[src/rtl/hnf_rxreq_link_ctrl.sv]
// hnf_rxreq_link_ctrl
// Link-layer controller for the HN-F RXREQ channel. Runs the receiver
// link-activation handshake, issues L-credits only while the posq has room,
// tracks credits held by the RN and strobes posq writes for accepted flits.
//
// Ports:
//   clock            sole clock, rising edge
//   rst_n            synchronous active-low reset
//   rxlinkactivereq  link activate request from the RN transmitter
//   rxlinkactiveack  link activate acknowledge (registered)
//   rxreqflitv       request flit valid
//   rxreqflitpend    flit pending (checked only with HNF_RXREQ_PEND_CHK_EN)
//   rxreq_opcode     opcode of current flit, 0x00 = ReqLCrdReturn
//   rxreqlcrdv       L-credit grant pulse (registered)
//   posq_wr          posq write strobe (combinational)
//   posq_pop         posq entry dequeued
//   link_state       0=STOP 1=ACTIVATE 2=RUN 3=DEACTIVATE
//   crd_out          credits currently held by the RN
//   posq_occ         posq occupancy mirror
//   proto_err        sticky protocol-error flag
//
// Build option: define HNF_RXREQ_PEND_CHK_EN to require rxreqflitpend in the
// cycle before every accepted flit.
//
// state       | meaning
// ------------+------------------------------------------------------
// STOP        | link down, no credits outstanding, ack low
// ACTIVATE    | request seen, one settling cycle before RUN
// RUN         | link up, credits issued while posq has room
// DEACTIVATE  | req dropped, wait for RN to hand back every credit

module hnf_rxreq_link_ctrl #(
  parameter int NUM_CRD = 4,
  parameter int CRD_W   = $clog2(NUM_CRD + 1)
) (
  input  logic             clock,
  input  logic             rst_n,
  input  logic             rxlinkactivereq,
  output logic             rxlinkactiveack,
  input  logic             rxreqflitv,
  input  logic             rxreqflitpend,
  input  logic [5:0]       rxreq_opcode,
  output logic             rxreqlcrdv,
  output logic             posq_wr,
  input  logic             posq_pop,
  output logic [1:0]       link_state,
  output logic [CRD_W-1:0] crd_out,
  output logic [CRD_W-1:0] posq_occ,
  output logic             proto_err
);

  typedef enum logic [1:0] {
    ST_STOP       = 2'd0,
    ST_ACTIVATE   = 2'd1,
    ST_RUN        = 2'd2,
    ST_DEACTIVATE = 2'd3
  } link_state_t;

  localparam logic [CRD_W:0] CRD_LIMIT = (CRD_W + 1)'(NUM_CRD);

  link_state_t      state, state_next;
  logic             link_up;
  logic             pend_ok;
  logic             consume;
  logic             pop_ok;
  logic             flit_err, pop_err;
  logic [CRD_W-1:0] crd_out_n, occ_n;
  logic [CRD_W:0]   crd_sum_n;
  logic             lcrdv_n, ack_n;

`ifdef HNF_RXREQ_PEND_CHK_EN
  logic pend_q;

  always_ff @(posedge clock) begin
    if (!rst_n) pend_q <= 1'b0;
    else        pend_q <= rxreqflitpend;
  end

  assign pend_ok = pend_q;
`else
  logic unused_pend;
  assign unused_pend = rxreqflitpend;
  assign pend_ok     = 1'b1;
`endif

  assign link_up  = (state == ST_RUN) || (state == ST_DEACTIVATE);
  assign consume  = rxreqflitv && (crd_out != '0) && link_up && pend_ok;
  // Credit returns burn a credit but never occupy a posq entry.
  assign posq_wr  = rst_n && consume && (rxreq_opcode != 6'h00);
  assign flit_err = rxreqflitv && !consume;
  assign pop_ok   = posq_pop && (posq_occ != '0);
  assign pop_err  = posq_pop && (posq_occ == '0);

  // Neither counter can wrap: a grant is only issued with headroom below
  // NUM_CRD, and a consume requires a credit held by the RN.
  assign crd_out_n = crd_out + CRD_W'(rxreqlcrdv) - CRD_W'(consume);
  assign occ_n     = posq_occ + CRD_W'(posq_wr) - CRD_W'(pop_ok);
  assign crd_sum_n = {1'b0, crd_out_n} + {1'b0, occ_n};

  always_comb begin
    state_next = state;
    case (state)
      ST_STOP:       if (rxlinkactivereq) state_next = ST_ACTIVATE;
      ST_ACTIVATE:   state_next = ST_RUN;
      ST_RUN:        if (!rxlinkactivereq) state_next = ST_DEACTIVATE;
      ST_DEACTIVATE: if (crd_out_n == '0) state_next = ST_STOP;
      default:       state_next = ST_STOP;
    endcase

    ack_n = (state_next == ST_RUN) || (state_next == ST_DEACTIVATE);
    // Credits start only once RUN is already established, so the first grant
    // lands one cycle after ack rises.
    lcrdv_n = (state == ST_RUN) && (state_next == ST_RUN) && (crd_sum_n < CRD_LIMIT);
  end

  always_ff @(posedge clock) begin
    if (!rst_n) begin
      state           <= ST_STOP;
      rxlinkactiveack <= 1'b0;
      rxreqlcrdv      <= 1'b0;
      crd_out         <= '0;
      posq_occ        <= '0;
      proto_err       <= 1'b0;
    end else begin
      state           <= state_next;
      rxlinkactiveack <= ack_n;
      rxreqlcrdv      <= lcrdv_n;
      crd_out         <= crd_out_n;
      posq_occ        <= occ_n;
      if (flit_err || pop_err) proto_err <= 1'b1;
    end
  end

  assign link_state = state;

endmodule

[config.mk]
export PLATFORM = sky130hd
export DESIGN_NAME = hnf_rxreq_link_ctrl
export DESIGN_NICKNAME = d
export VERILOG_FILES = /design/src/rtl/hnf_rxreq_link_ctrl.sv
export SDC_FILE = /design/constraint.sdc
export NUM_CORES = 1
export LEC_CHECK = 0
export CAP_MARGIN = 20
export CORE_MARGIN = 2
export CORE_UTILIZATION = 29
export DETAILED_ROUTE_END_ITERATION = 8
export HOLD_SLACK_MARGIN = 0.15
export SYNTH_ARGS = -nofsm -noshare
export SYNTH_HDL_FRONTEND = slang
export SYNTH_SLANG_ARGS = --single-unit
[constraint.sdc]
create_clock -name clock -period 5.2 [get_ports clock]
set_input_delay 0.78 -clock clock [delete_from_list [all_inputs] [get_ports clock]]
set_output_delay 0.78 -clock clock [all_outputs]
set_load 0.02 [all_outputs]
After elaboration in Yosys (flattened, before gate mapping)
Cells that the tools add are included.
{"block": "word_totals", "out_inout_bits": 12, "regBits": 11, "in_bits": 12}
{"block": "op_classes", "eq_ne": 5, "muxes": 4, "n_reduce_logical": 19, "n_lt_le_gt_ge": 1, "add_sub_neg": 5}
{"cell": "$logic_and A1 B1 Y1", "count": 9}
{"cell": "$eq A2 B2 Y1 const B", "count": 4}
{"cell": "$pmux W2 S4", "count": 1}
{"cell": "$add A3 B1 Y3", "count": 2}
{"cell": "$logic_not A3 Y1", "count": 2}
{"cell": "$mux W2", "count": 3}
{"cell": "$reduce_bool A3 Y1", "count": 2}
{"cell": "$reduce_bool A6 Y1", "count": 1}
{"cell": "$sub A3 B1 Y3", "count": 2}
{"cell": "$add A3 B3 Y4", "count": 1}
{"cell": "$lt A4 B3 Y1 const B", "count": 1}
{"cell": "$logic_or A1 B1 Y1", "count": 3}
{"cell": "$eq A2 B1 Y1 const B", "count": 1}
{"cell": "$logic_not A2 Y1", "count": 1}
{"cell": "$logic_not A1 Y1", "count": 1}

Logic depth before layout (Yosys ltp)
{"block": "depth", "depth_word": 10, "mapped_depth": 13, "ltp_nobuf": 13}

Least setup slack after synthesis
Ideal clock, no wire load.
{"block": "synth_path", "path_kind": "input to register", "from": "in rxreq_opcode[1]", "to": "reg rxreqlcrdv", "arrival_time_ns": 2.925, "required_time_ns": 5.126, "path_stages": 12, "path_slack_ns": 2.200, "path_cell_list": "or4_1 -> o31ai_1 -> nor2_1 -> ha_1 -> inv_1 -> fa_1 -> xnor2_1 -> xnor2_1 -> ha_1 -> nor2b_1 -> nand4_1 -> a31oi_1"}
{"block": "synth_via", "elab_chain_len": 7}
{"item": "start: declaration", "line_no": "42", "source": "input logic [5:0] rxreq_opcode,"}
{"item": "$reduce_bool A6 Y1", "line_no": "89", "source": "assign posq_wr = rst_n && consume && (rxreq_opcode != 6'h00);"}
{"item": "$logic_and A1 B1 Y1", "line_no": "89"}
{"item": "named net posq_wr", "line_no": "44", "source": "output logic posq_wr,"}
{"item": "$add A3 B1 Y3", "line_no": "97", "source": "assign occ_n = posq_occ + CRD_W'(posq_wr) - CRD_W'(pop_ok);"}
{"item": "$sub A3 B1 Y3", "line_no": "97"}
{"item": "named net occ_n[2]", "line_no": "67", "source": "logic [CRD_W-1:0] crd_out_n, occ_n;"}
{"item": "$add A3 B3 Y4", "line_no": "98", "source": "assign crd_sum_n = {1'b0, crd_out_n} + {1'b0, occ_n};"}
{"item": "$lt A4 B3 Y1", "line_no": "113", "source": "lcrdv_n = (state == ST_RUN) && (state_next == ST_RUN) && (crd_sum_n < CRD_LIMIT);"}
{"item": "$logic_and A1 B1 Y1", "line_no": "113"}
{"item": "end signal: assignment", "line_no": "127", "source": "rxreqlcrdv <= lcrdv_n;"}
{"item": "end: declaration", "line_no": "43", "source": "output logic rxreqlcrdv,"}
The timed path passes the listed nets, and every way through them passes these cells.
A chain may end at the register's enable or synchronous reset.

Final worst setup path
{"block": "layout_path", "from": "in rxreq_opcode[1]", "to": "out posq_wr"}
{"block": "layout_via", "elab_chain_len": 2}
{"item": "$reduce_bool A6 Y1", "line_no": "89"}
{"item": "$logic_and A1 B1 Y1", "line_no": "89"}
{"item": "end: declaration", "line_no": "44"}
Every way passes these cells.

==> summary.txt <==
First-pass GRT wire length - 1904 um
WP buf/inv - 2
DPL Wire Length - 896.8 um
Num rows - 16
Distinct cells, synth - 24
Slew margin rel. - 67.13%
Ratio of cells with drive above 1 in the final layout - 7.317%
Max Cap Violations - 0
Placer Congestion - 0.7133
Final core occ - 44.39%
Area leader, netlist - dfxtp_1
Min setup slack post-route - 1876 ps
CTS Buffer Depth - 2
CTS tree - done
Post-CTS Setup Bufs - 0
Die Y - 48.94 um
Crit path cell chain - clkdlybuf4s50_1 > or4_1 > o31ai_1 > nor2_1 > clkdlybuf4s50_1
Final ANT Viol Nets - 0
Reg2Reg Setup Slack - 2520 ps
Hold Path Cell Cnt - 2
Gate Count Post-Synth - 57
PD cells - 360.2 nW/um2
Largest net degree at the start of global routing - 13
Final Skew - 2.151 ps
Number of antenna diodes - 0
Wire length on met1 - 514 um
Setup_tns - 0 ps
Yosys top cell area share - 37.61%
Nets - 102
CTS HTree Levels - 1
Switching power summed over all nets - 0.1078 mW
Unrepaired setup endpoints after global routing - false
Maximum clock frequency - 300.9 MHz
Synth Flop Type - dfxtp_1
Vias in the first global route - 461
Peak supply drop - 0.1640 mV
Most used cell along the critical path - clkdlybuf4s50_1
Detailed-route via count - 472
Final min period - 3324 ps
CP startpoint kind - primary input
R2r endpoint - rxreqlcrdv
Syn avg cell area - 10.27 um2
CP Max Fanout - 2
Antenna violations before repair - 0
Status - complete, no violations
Clock share of power - 18.3%
Initial Util - 30.15%
RR Startpoint - posq_occ[1]
Sequential-to-total area share from yosys stat - 37.61%
Layout area overhead - 47.22%
Crit share post-route - 63.92%
Worst hold path type - reg2reg
CTS Hold Bufs - 0
DR WL met2 - 474 um
Pint - 0.2027 mW
CP max stage cell - clkdlybuf4s50_1
Post-cts resize count - 0
GRT Total Usage - 10.45%
Worst EP arrival - 2540 ps
Final WL - 1062 um
R2r worst-path depth - 13
Sw frac - 34.71%
Clock transition at path regs - 70 ps
Die area - 2395 um2
Top area cells in the synthesized netlist - dfxtp_1, ha_1, fa_1
EDFF count, synth - 0
Core area - 1942 um2
GRT overflow - 0
Initial detailed-routing violation count - 2
Final Hold Vio Count - 0
Leak - 0.3638 nW
Top-count cell post-synth - dfxtp_1
1st-pass router iterations - 2
Req. time, crit path - 4420 ps
Clock root buffer - clkbuf_4
Hold Path End - proto_err
YS warnings - 0
I/O pin total - 24
Worst Min Path Start - proto_err
DRC - 0
Synth Cell Area - 585.6 um2
Reg power frac - 36.0%
Clk_lat worst skew - 260 ps
Max Used Layer - met3
Endpoint class of the critical path - output pin
Synth Register Bits - 11
Worst slack at placement - 1736 ps
Asr flop ratio synth - 0%
Wire length on met3 - 73 um
Crit Path Class - in2out
Most frequent cells after synthesis - dfxtp_1, inv_1, nor2b_1, ha_1
Critical Path Max Stage Delay - 570 ps
Drt wl/cell - 9.743 um
Slew @ Worst Pin - 485.5 ps
Clock sink total - 11
Net count of the mapped netlist - 76
Number of port buffers - 22
Width of the die - 48.94 um
Setup violators final - 0
Comb pwr share - 45.7%
Max Slew Vio Count - 0
Family with the most delay on the worst path - buffers and inverters
Vias per inst - 4.330
Cts bufs inserted - 3
-- worst min-delay path: stages, from the launching register on --
cell and delay (ps):
dfxtp_1 330, a221oi_1 50, nor2b_1 90
-- power groups by stage --
stage	clock network, mW	logic [mW]	registers (mW)
floorplan	0	0.0753	0.130
global placement	0	0.143	0.114
detailed placement	0	0.144	0.114
CTS	0.0586	0.145	0.112
global route	0.0651	0.162	0.115
finish	0.0567	0.142	0.112
-- state kept, by name, indices dropped and copies added, names as in the netlist --
signal           cells
link_state           2
posq_occ             3
proto_err            1
rxlinkactiveack      1
crd_out              3
rxreqlcrdv           1
-- final cells by class --
class                   instances  area, um2
well taps                      27      33.78
inverters                       6      22.52
multi-input cells              39      339.1
flip-flops and latches         11      220.2
clock buffers                   4      26.28
fillers                       203       1080
repair buffers                 22      220.2
-- metrics by stage --
stage                     instances  area, um2  hold slack, ps  power, mW
after detailed placement        105      835.8           495.1     0.2580
after CTS                       109      862.1           516.3     0.3156
after global routing            109      862.1           543.7     0.3422
after global placement          105      835.8           484.4     0.2569
final                           109      862.1           510.3     0.3105
after floorplan                  57      585.6           587.8     0.2058
-- worst max path at each step --
| stage | cells after the start | to | slack [ps] | startpoint |
|---|---|---|---|---|
| finish | 5 | posq_wr | 1880 | rxreq_opcode[1] |
| floorplan | 12 | rxreqlcrdv | 2200 | rxreq_opcode[1] |
| global route | 5 | posq_wr | 1790 | rxreq_opcode[1] |
| global placement | 13 | rxreqlcrdv | 1750 | rxreq_opcode[1] |
| CTS | 5 | posq_wr | 1860 | rxreq_opcode[1] |
| detailed placement | 13 | rxreqlcrdv | 1740 | rxreq_opcode[1] |
-- cell families after synthesis --
family	after synthesis	share of synthesized area [%]
AOI/OAI and AO/OA	9	10.47
xor gates and xnor gates	3	7.265
adders and majority gates	7	17.52
buffers and inverters	7	4.486
DFF	11	37.61
and+or+nand+nor	20	22.65
-- cells in the final DEF (no fill, tap or decap) --
cell type and count:
nor4b_4 1, and2_1 3, o311ai_1 1, xnor2_1 2, xor3_2 1, o21ai_0 1, nor3_1 1, nor2_1 3
clkbuf_1 1, clkdlybuf4s50_1 22, o31ai_1 2, nand2_1 2, fa_1 2, a31oi_1 1, dfxtp_1 11, nand3b_1 1
or4_1 1, a21oi_1 2, ha_1 5, clkbuf_4 3, and2_2 1, nor2b_1 6, a221oi_1 1, nand4_1 1
a21o_1 1, inv_1 6
-- per-layer routing --
layer / track usage, % / vias to the layer above
li1: - / 245
met1: 13.52 / 211
met2: 15.30 / 16
met3: 3.374 / 0
met4: 5.714 / 0
met5: 0 / -
(Power assumes the default switching activity.)
